$ cat src/rtl/zoom_controller.sv
// zoom_controller: edge-detects zoom/refresh requests, tracks the signed zoom
// level, and runs one enable/done datapath transaction per frame under a
// watchdog. The displayed framebuffer flips only when a frame completes.
module zoom_controller #(
   parameter int IMG_W_IN    = 160,
   parameter int IMG_H_IN    = 120,
   parameter int MAX_LEVEL   = 2,
   parameter int TIMEOUT_CYC = 2000000
) (
   input  logic       CLK,
   input  logic       RESET,
   input  logic       ZOOM_IN,
   input  logic       ZOOM_OUT,
   input  logic       REFRESH,
   input  logic       METHOD_SEL,
   input  logic       PROC_DONE,
   output logic       PROC_ENABLE,
   output logic [1:0] ALGORITHM,
   output logic [9:0] IMG_WIDTH_OUT,
   output logic [8:0] IMG_HEIGHT_OUT,
   output logic [2:0] ZOOM_LEVEL,
   output logic       FB_SEL,
   output logic       BUSY,
   output logic       FRAME_READY,
   output logic       REJECT,
   output logic       TIMEOUT_ERR
);

   localparam int CW = $clog2(TIMEOUT_CYC + 1);
   localparam logic [CW-1:0]     CNT_LAST = CW'(TIMEOUT_CYC - 1);
   localparam logic signed [7:0] MAX_S    = 8'(MAX_LEVEL);

   localparam logic [1:0] S_IDLE    = 2'd0;
   localparam logic [1:0] S_RUN     = 2'd1;
   localparam logic [1:0] S_RELEASE = 2'd2;
   localparam logic [1:0] S_ABORT   = 2'd3;

   // Algorithm code for a target level: identity copy at level 0.
   function automatic logic [1:0] alg_of(input logic signed [7:0] t, input logic ms);
      if (t > 0)      return {1'b0, ms};
      else if (t < 0) return {1'b1, ms};
      else            return 2'b00;
   endfunction

   function automatic logic [7:0] mag_of(input logic signed [7:0] t);
      return t[7] ? 8'(-t) : 8'(t);
   endfunction

   // Output width/height: shift source size by the level, truncating.
   function automatic logic [9:0] width_of(input logic signed [7:0] t);
      logic [9:0] w;
      w = 10'(IMG_W_IN);
      return t[7] ? (w >> mag_of(t)) : (w << mag_of(t));
   endfunction

   function automatic logic [8:0] height_of(input logic signed [7:0] t);
      logic [8:0] h;
      h = 9'(IMG_H_IN);
      return t[7] ? (h >> mag_of(t)) : (h << mag_of(t));
   endfunction

   logic [1:0]    state_q, state_d;
   logic [CW-1:0] cnt_q, cnt_d;
   logic          prev_in_q, prev_in_d, prev_out_q, prev_out_d, prev_ref_q, prev_ref_d;
   logic [2:0]    tgt_q, tgt_d;
   logic [2:0]    lvl_q, lvl_d;
   logic          en_q, en_d, fb_q, fb_d, busy_q, busy_d;
   logic          ready_q, ready_d, rej_q, rej_d, to_err_q, to_err_d;
   logic [1:0]    alg_q, alg_d, c_alg_q, c_alg_d;
   logic [9:0]    w_q, w_d, c_w_q, c_w_d;
   logic [8:0]    h_q, h_d, c_h_q, c_h_d;

   logic              rise_in, rise_out, rise_ref, any_rise;
   logic [1:0]        n_rise;
   logic signed [7:0] lvl_ext, tgt_req;

   // Request decode, watchdog and frame sequencing.
   always_comb begin
      rise_in  = ZOOM_IN  & ~prev_in_q;
      rise_out = ZOOM_OUT & ~prev_out_q;
      rise_ref = REFRESH  & ~prev_ref_q;
      any_rise = rise_in | rise_out | rise_ref;
      n_rise   = {1'b0, rise_in} + {1'b0, rise_out} + {1'b0, rise_ref};
      lvl_ext  = {{5{lvl_q[2]}}, lvl_q};
      tgt_req  = lvl_ext + {7'd0, rise_in} - {7'd0, rise_out};

      state_d    = state_q;
      cnt_d      = cnt_q;
      prev_in_d  = ZOOM_IN;
      prev_out_d = ZOOM_OUT;
      prev_ref_d = REFRESH;
      tgt_d      = tgt_q;
      lvl_d      = lvl_q;
      en_d       = en_q;
      fb_d       = fb_q;
      busy_d     = busy_q;
      alg_d      = alg_q;
      w_d        = w_q;
      h_d        = h_q;
      c_alg_d    = c_alg_q;
      c_w_d      = c_w_q;
      c_h_d      = c_h_q;
      ready_d    = 1'b0;
      rej_d      = 1'b0;
      to_err_d   = 1'b0;

      case (state_q)
         S_IDLE: begin
            if (n_rise == 2'd1) begin
               if ((tgt_req > MAX_S) || (tgt_req < -MAX_S)) begin
                  rej_d = 1'b1;
               end else begin
                  tgt_d   = tgt_req[2:0];
                  alg_d   = alg_of(tgt_req, METHOD_SEL);
                  w_d     = width_of(tgt_req);
                  h_d     = height_of(tgt_req);
                  cnt_d   = '0;
                  en_d    = 1'b1;
                  busy_d  = 1'b1;
                  state_d = S_RUN;
               end
            end else if (n_rise > 2'd1) begin
               rej_d = 1'b1;
            end
         end
         S_RUN: begin
            rej_d = any_rise;
            // done takes priority over a watchdog expiry on the same cycle
            if (PROC_DONE) begin
               en_d    = 1'b0;
               state_d = S_RELEASE;
            end else if (cnt_q == CNT_LAST) begin
               en_d     = 1'b0;
               to_err_d = 1'b1;
               alg_d    = c_alg_q;
               w_d      = c_w_q;
               h_d      = c_h_q;
               state_d  = S_ABORT;
            end else begin
               cnt_d = cnt_q + 1'b1;
            end
         end
         S_RELEASE: begin
            rej_d = any_rise;
            if (!PROC_DONE) begin
               lvl_d   = tgt_q;
               fb_d    = ~fb_q;
               ready_d = 1'b1;
               c_alg_d = alg_q;
               c_w_d   = w_q;
               c_h_d   = h_q;
               busy_d  = 1'b0;
               state_d = S_IDLE;
            end
         end
         S_ABORT: begin
            rej_d = any_rise;
            if (!PROC_DONE) begin
               busy_d  = 1'b0;
               state_d = S_IDLE;
            end
         end
         default: begin
            state_d = S_IDLE;
            en_d    = 1'b0;
            busy_d  = 1'b0;
         end
      endcase
   end

   // State and registered outputs; reset clears everything at once.
   always_ff @(posedge CLK or posedge RESET) begin
      if (RESET) begin
         state_q    <= S_IDLE;
         cnt_q      <= '0;
         prev_in_q  <= 1'b0;
         prev_out_q <= 1'b0;
         prev_ref_q <= 1'b0;
         tgt_q      <= '0;
         lvl_q      <= '0;
         en_q       <= 1'b0;
         fb_q       <= 1'b0;
         busy_q     <= 1'b0;
         alg_q      <= 2'b00;
         w_q        <= 10'(IMG_W_IN);
         h_q        <= 9'(IMG_H_IN);
         c_alg_q    <= 2'b00;
         c_w_q      <= 10'(IMG_W_IN);
         c_h_q      <= 9'(IMG_H_IN);
         ready_q    <= 1'b0;
         rej_q      <= 1'b0;
         to_err_q   <= 1'b0;
      end else begin
         state_q    <= state_d;
         cnt_q      <= cnt_d;
         prev_in_q  <= prev_in_d;
         prev_out_q <= prev_out_d;
         prev_ref_q <= prev_ref_d;
         tgt_q      <= tgt_d;
         lvl_q      <= lvl_d;
         en_q       <= en_d;
         fb_q       <= fb_d;
         busy_q     <= busy_d;
         alg_q      <= alg_d;
         w_q        <= w_d;
         h_q        <= h_d;
         c_alg_q    <= c_alg_d;
         c_w_q      <= c_w_d;
         c_h_q      <= c_h_d;
         ready_q    <= ready_d;
         rej_q      <= rej_d;
         to_err_q   <= to_err_d;
      end
   end

   assign PROC_ENABLE    = en_q;
   assign ALGORITHM      = alg_q;
   assign IMG_WIDTH_OUT  = w_q;
   assign IMG_HEIGHT_OUT = h_q;
   assign ZOOM_LEVEL     = lvl_q;
   assign FB_SEL         = fb_q;
   assign BUSY           = busy_q;
   assign FRAME_READY    = ready_q;
   assign REJECT         = rej_q;
   assign TIMEOUT_ERR    = to_err_q;

endmodule

$ cat config.mk
export PLATFORM = sky130hd
export DESIGN_NAME = zoom_controller
export DESIGN_NICKNAME = d
export VERILOG_FILES = /design/src/rtl/zoom_controller.sv
export SDC_FILE = /design/constraint.sdc
export NUM_CORES = 1
export LEC_CHECK = 0
export ABC_AREA = 1
export ABC_CLOCK_PERIOD_IN_PS = 9000
export CAP_MARGIN = 10
export CORE_ASPECT_RATIO = 1.25
export CORE_MARGIN = 3
export CORE_UTILIZATION = 65
export CTS_CLUSTER_DIAMETER = 50
export DETAILED_ROUTE_END_ITERATION = 10
export DONT_BUFFER_PORTS = 1
export MAX_ROUTING_LAYER = met4
export PLACE_DENSITY = 0.81
export REMOVE_ABC_BUFFERS = 1
export SETUP_SLACK_MARGIN = 0.15
export SKIP_CTS_REPAIR_TIMING = 1
export SYNTH_ARGS = -nofsm -noshare
export SYNTH_HDL_FRONTEND = slang
export SYNTH_SLANG_ARGS = --single-unit
$ cat constraint.sdc
create_clock -name CLK -period 9 [get_ports CLK]
set_clock_uncertainty 0.1 [all_clocks]
set_input_delay 1.8 -clock CLK [delete_from_list [all_inputs] [get_ports CLK]]
set_output_delay 1.8 -clock CLK [all_outputs]
set_load 0.005 [all_outputs]
==> impl_metrics.csv, run 1 <==
group,metric,value,unit
timing,rsz0062_at_grt,"false",
hold_path,min-delay-start,"c_w_q[7]",
synthesis,seq_area_frac_synth,43.69,%
detailed_routing,avgRoutedWirePerCell,14.50,µm
global_routing,use_met1,32.70,%
worst_setup_path,regToRegSetupSlack,5.20,ns
cts,cts-root-buf,"clkbuf_8",
finish,fillers,557,
pwr,p_leak,2.358,nW
global_routing,grt_first_pass_wirelength,17740,µm
cts,clkTransAtPathRegs,0.08,ns
detailed_routing,via_per_inst,5.538,
finish,diodes,0,
global_routing,gr-usage-met3,5.566,%
synthesis,synth_edf_count,0,
hold_path,min_path_type,"flop to flop",
floorplan,core,6730,µm²
synthesis,ys.warnings.count,0,
synthesis,syn_inst,624,
pwr,irDropWorstVdd,0.2298,mV
finish,syn_to_final_growth,3.984,%
timing,period_share,54.11,%
finish,nNetsFinal,637,
worst_setup_path,crit_path_start_kind,"primary input",
synthesis,synth_ff_type,"dfrtp_1",
worst_setup_path,crit_required,9.20,ns
synthesis,ys_top_cells_by_count,"nand2_1 (268), dfrtp_1 (68), nor2_1 (52)",
global_routing,grt_max_degree,81,
placed_design,place_ws,3.789,ns
cts,htree_levels,3,
global_routing,grt_pass1_vias,3920,
cts,cts_tree,"done",
global_routing,met2_usage,47.93,%
synthesis,syn_avg_cell_area,7.399,µm²
detailed_routing,drt-initial-drc-count,219,
placed_design,dp_hpwl,6956,µm
timing,whs,0.3786,ns
outcome,outcome,"finished, final reports clean",
timing,worst_slack,4.130,ns
global_routing,overflow,0,
synthesis,netlist_area,4617,µm²
pwr,power,1.595,mW
timing,min_period,4.870,ns
synthesis,ys_ff_latch,80,
global_routing,globalRouteTotalUtil,28.73,%
timing,setup_viol,0,
worst_setup_path,worstPathMaxFanout,23,
cts,numCtsBuffers,9,
synthesis,yosysTopAreaCell,"dfrtp_1",
timing,final.setup.tns,0,ns
finish,drive_gt1_share,13.48,%
placed_design,portBuffers,0,
detailed_routing,first_pass_iters,5,
worst_setup_path,setup.worst_path.class,"primary input to flop",
cts,clockBufferDepth,2,
synthesis,yosys.cell_types.count,36,
global_routing,busiest_layer,"met2",
synthesis,synth.most_common_cell,"nand2_1",
timing,worst_pin_slew,0.9781,ns
floorplan,rows,33,
synthesis,synth.top_cell.area_share,36.86,%
job,drv_cap,0,
worst_setup_path,critPathLaunch,"ZOOM_OUT",
timing,slew_violations,0,
detailed_routing,drt-total-wl,10300,µm
pwr,power_density,332.2,nW/µm²
worst_setup_path,worstReg2RegStart,"prev_out_q",
floorplan,die-area,8156,µm²
floorplan,die_x,81.38,µm
synthesis,async_reset_ff_share,100.0,%
cts,clk_latency,0.36,ns
cts,clock-sinks,80,
floorplan,start_util,68.60,%
detailed_routing,drc,0,
global_routing,antenna_found_initial,0,
worst_setup_path,crit_path_end_kind,"flop",
floorplan,die_y,100.2,µm
timing,fmax,205.3,MHz
timing,hold_viol,0,
floorplan,ios,37,
worst_setup_path,cp_data_arrival_time,5.07,ns
detailed_routing,antenna_violating_nets_post_route,0,
placed_design,gp_congestion,0.9662,
timing,slew_headroom,34.80,%
detailed_routing,vias,3932,
synthesis,synth_area_leaders,"dfrtp_1 (37%), nand2_1 (22%), dfstp_2 (6.8%), nand3_1 (5.1%), nor2_1 (4.2%)",
layout make-up:
cell class | instances | area (µm²) | area share [%]
sequential | 80 | 2017 | 42.01
multi-input combinational | 472 | 2275 | 47.38
tap | 87 | 108.9 | 2.267
clock buffer | 11 | 151.4 | 3.154
clock inverter | 4 | 30.03 | 0.6255
inverter | 54 | 203.9 | 4.248
timing repair buffer | 2 | 15.01 | 0.3127
path summary, 6_finish.rpt:
| check | to | depth (start not counted) |
|---|---|---|
| max | IMG_WIDTH_OUT[6] | 18 |
| min | c_w_q[7] | 2 |
| max reg2reg | IMG_WIDTH_OUT[6] | 17 |
| min reg2reg | c_w_q[7] | 2 |
| max in group asynchronous | cnt_q[11] | 2 |
| min in group asynchronous | cnt_q[1] | 2 |
cell usage in the layout (no fill, tap or decap), drive strengths merged:
| master | Yosys | final |
|---|---|---|
| nand2 | 272 | 272 |
| dfrtp | 68 | 68 |
| nor2 | 59 | 59 |
| nand3 | 52 | 52 |
| inv | 53 | 52 |
| o21ai | 43 | 43 |
| dfstp | 12 | 12 |
| clkbuf | 3 | 11 |
| or2 | 9 | 9 |
| ha | 8 | 8 |
| nand4 | 8 | 8 |
| nor3 | 5 | 5 |
| xnor2 | 4 | 4 |
| clkinvlp | 0 | 4 |
| fa | 3 | 3 |
| xor2 | 2 | 2 |
| a31oi | 2 | 2 |
| buf | 15 | 2 |
| clkinv | 1 | 2 |
| a21oi | 1 | 1 |
| a31o | 1 | 1 |
| o22ai | 1 | 1 |
| o21bai | 1 | 1 |
| o211ai | 1 | 1 |
report_power, final:
part           internal [mW]  switching (mW)
clock network          0.114           0.134
logic                  0.230           0.562
registers              0.473          0.0816
total                  0.817           0.778
state kept, by name (all words and copies together) (netlist names), 2 cells and up:
register,cells
ALGORITHM,2
state_q,2
tgt_q,3
IMG_HEIGHT_OUT,9
c_w_q,10
c_alg_q,2
c_h_q,9
IMG_WIDTH_OUT,10
ZOOM_LEVEL,3
cnt_q,21
critical path, cell delays in order:
cell and delay [ns]:
inv_1 0.02, nor2_1 0.21, inv_1 0.08, ha_1 0.29, ha_1 0.18, inv_1 0.06, fa_1 0.35, inv_1 0.08
fa_1 0.51, nor2_1 0.19, nand2_1 0.08, nand3_1 0.10, nand2_1 0.12, nand2_4 0.12, nand3_4 0.27, inv_2 0.41
nand2_1 0.11, nand2_1 0.07
logic make-up (layout without fill, tap and decap cells):
family                     count (synthesis)  count (layout)  synth area share (%)
xor gates and xnor gates                   6               6                 1.138
AOI/OAI and AO/OA                         50              50                 7.236
and+or+nand+nor                          405             405                 37.43
adders and majority gates                 11              11                 3.469
DFF                                       80              80                 43.69
buffers and inverters                     72              71                 7.046
stage by stage:
step | area (µm²) | utilization [%] | cells
floorplan | 4494 | - | 606
global placement | 4619 | 68.64 | 695
detailed placement | 4619 | 68.64 | 695
CTS | 4801 | 71.33 | 710
global route | 4801 | 71.33 | 710
finish | 4801 | 71.33 | 710
metal layers:
| metal | wire length [µm] | share of wire [%] |
|---|---|---|
| met5 | 0 | 0 |
| met4 | 306 | 3.0 |
| met3 | 526 | 5.1 |
| met2 | 5342 | 52 |
| met1 | 4121 | 40 |
Note: power is estimated with default switching activity, not from simulation.
==> run 2, diff against run 1 <==
Settings changed: ABC_CLOCK_PERIOD_IN_PS 9000 to 4100, CORE_UTILIZATION 65 to 58, PLACE_DENSITY 0.81 to 0.76.
Clock period 9 ns to 4.1 ns, I/O delays scaled along.
==> run 2 against run 1 <==
Via count grew 0.31%. Highest routed layer unchanged. Combinational power up 120%. Largest cell class unchanged. Non-clock buffer count increased by 3. Die area up 11%. Critical path type unchanged. First-iteration DRC count is 6.4% higher. Final area is 0.55% higher. Core utilization shrank 7.6 points. Cell count increased by 1.3%. Largest power group unchanged. Setup slack got worse by 3.6 ns.
==> impl_metrics.csv, run 2 (same netlist as run 1, synthesis figures left out) <==
group,metric,value,unit
detailed_routing,antenna_violating_nets_post_route,0,
cts,clock-sinks,80,
finish,seq_area,2017,µm²
worst_setup_path,worstPathMaxFanout,21,
finish,layout_commonest_cell,"nand2_1",
detailed_routing,first_pass_iters,6,
timing,slew_violations,0,
detailed_routing,avgRoutedWirePerCell,14.29,µm
finish,syn_to_final_growth,4.553,%
global_routing,antenna_found_initial,0,
global_routing,globalRouteTotalUtil,24.44,%
timing,hold_viol,0,
finish,fillers,696,
pwr,irDropWorstVdd,0.4522,mV
placed_design,dp_hpwl,7197,µm
finish,largest_register,"cnt_q",
detailed_routing,drt-total-wl,10270,µm
pwr,p_leak,2.371,nW
worst_setup_path,cp_data_arrival_time,3.71,ns
cts,htree_levels,3,
global_routing,grt_max_degree,46,
cts,cts_tree,"done",
floorplan,die_x,85.80,µm
detailed_routing,via_per_inst,5.485,
timing,final.setup.tns,0,ns
global_routing,grt_first_pass_wirelength,17450,µm
placed_design,dp_cells,703,
finish,drive_gt1_share,13.56,%
finish,nNetsFinal,640,
placed_design,portBuffers,0,
finish,fin_cells,719,
detailed_routing,drt-initial-drc-count,233,
timing,slew_headroom,33.21,%
floorplan,die_y,105.8,µm
outcome,outcome,"finished, final reports clean",
finish,layout_common_cells,"nand2_1 (268), dfrtp_1 (68), nor2_1 (52)",
finish,fin_util,63.72,%
job,drv_cap,0,
cts,cts-root-buf,"clkbuf_8",
timing,rsz0062_at_grt,"false",
finish,multi_input_area,2275,µm²
worst_setup_path,crit_path_end_kind,"flop",
detailed_routing,drc,0,
cts,clkTransAtPathRegs,0.08,ns
cts,clk_latency,0.35,ns
worst_setup_path,crit_path_start_kind,"primary input",
worst_setup_path,setup.worst_path.class,"primary input to flop",
global_routing,grt_pass1_vias,3872,
worst_setup_path,crit_required,4.28,ns
floorplan,rows,35,
hold_path,min_path_type,"primary input to asynchronous set/reset pin",
timing,setup_viol,0,
finish,largest_reg_flops,21,
cts,numCtsBuffers,9,
timing,period_share,86.05,%
floorplan,start_util,60.94,%
timing,worst_pin_slew,1.001,ns
cts,clockBufferDepth,2,
worst_setup_path,critPathLaunch,"ZOOM_OUT",
timing,fmax,283.4,MHz
detailed_routing,vias,3944,
floorplan,core,7576,µm²
floorplan,ios,37,
global_routing,overflow,0,
floorplan,die-area,9073,µm²
pwr,power_density,726.7,nW/µm²
worst_setup_path,worstReg2RegStart,"prev_out_q",
finish,diodes,0,
placed_design,gp_congestion,0.9416,
timing,min_period,3.528,ns
[run 2: metrics by stage]
step,power [mW],hold slack (ns),worst slack (ns),area [µm²]
floorplan,2.536,0.3422,0.3400,4494
global placement,2.945,0.3541,0.3535,4661
detailed placement,2.996,0.3590,0.2155,4661
CTS,3.512,0.3734,0.5861,4827
global route,3.807,0.3658,0.3507,4827
finish,3.508,0.3510,0.5718,4827
[run 2: final timing paths]
kind                                endpoint  slack (ns)  cells past startpoint
setup / recovery           IMG_HEIGHT_OUT[1]        0.57                     18
hold / removal                     cnt_q[12]        0.35                      1
setup reg to reg           IMG_HEIGHT_OUT[1]        0.67                     17
hold reg to reg                     c_h_q[3]        0.37                      2
max in group asynchronous   IMG_WIDTH_OUT[5]        2.60                      2
min in group CLK                    c_h_q[3]        0.37                      2
[run 2: report_power, final]
group	total, mW	internal, mW	leakage [nW]	switching (mW)
clock	0.508	0.222	0.0728	0.286
sequential	1.22	1.04	1.03	0.182
combinational	1.78	0.544	1.26	1.24
[run 2: cell type report]
cell class / instances / area share (%)
well taps: 92 / 2.385
repair buffers: 5 / 1.037
clock inverters: 4 / 0.6480
multi-input cells: 472 / 47.12
inverters: 54 / 4.225
flip-flops and latches: 80 / 41.78
clock buffers: 12 / 2.799
[run 2: critical path, stage by stage]
cell	delay, ns
inv_1	0.02
nor2_1	0.21
inv_1	0.08
ha_1	0.30
ha_1	0.18
inv_1	0.06
fa_1	0.35
inv_1	0.07
fa_1	0.50
inv_2	0.14
nand4_1	0.09
nand3_1	0.10
nand2_1	0.12
nand2_4	0.13
nand3_4	0.08
inv_2	0.30
nand2_1	0.10
nand2_1	0.07
[run 2: layer usage]
metal / vias to the layer above / global-route usage, % / share of wire [%]
li1: 1943 / - / -
met1: 1898 / 28.06 / 42
met4: 0 / 7.919 / 1.3
met3: 13 / 4.300 / 4.3
met5: - / - / 0
met2: 90 / 42.89 / 53
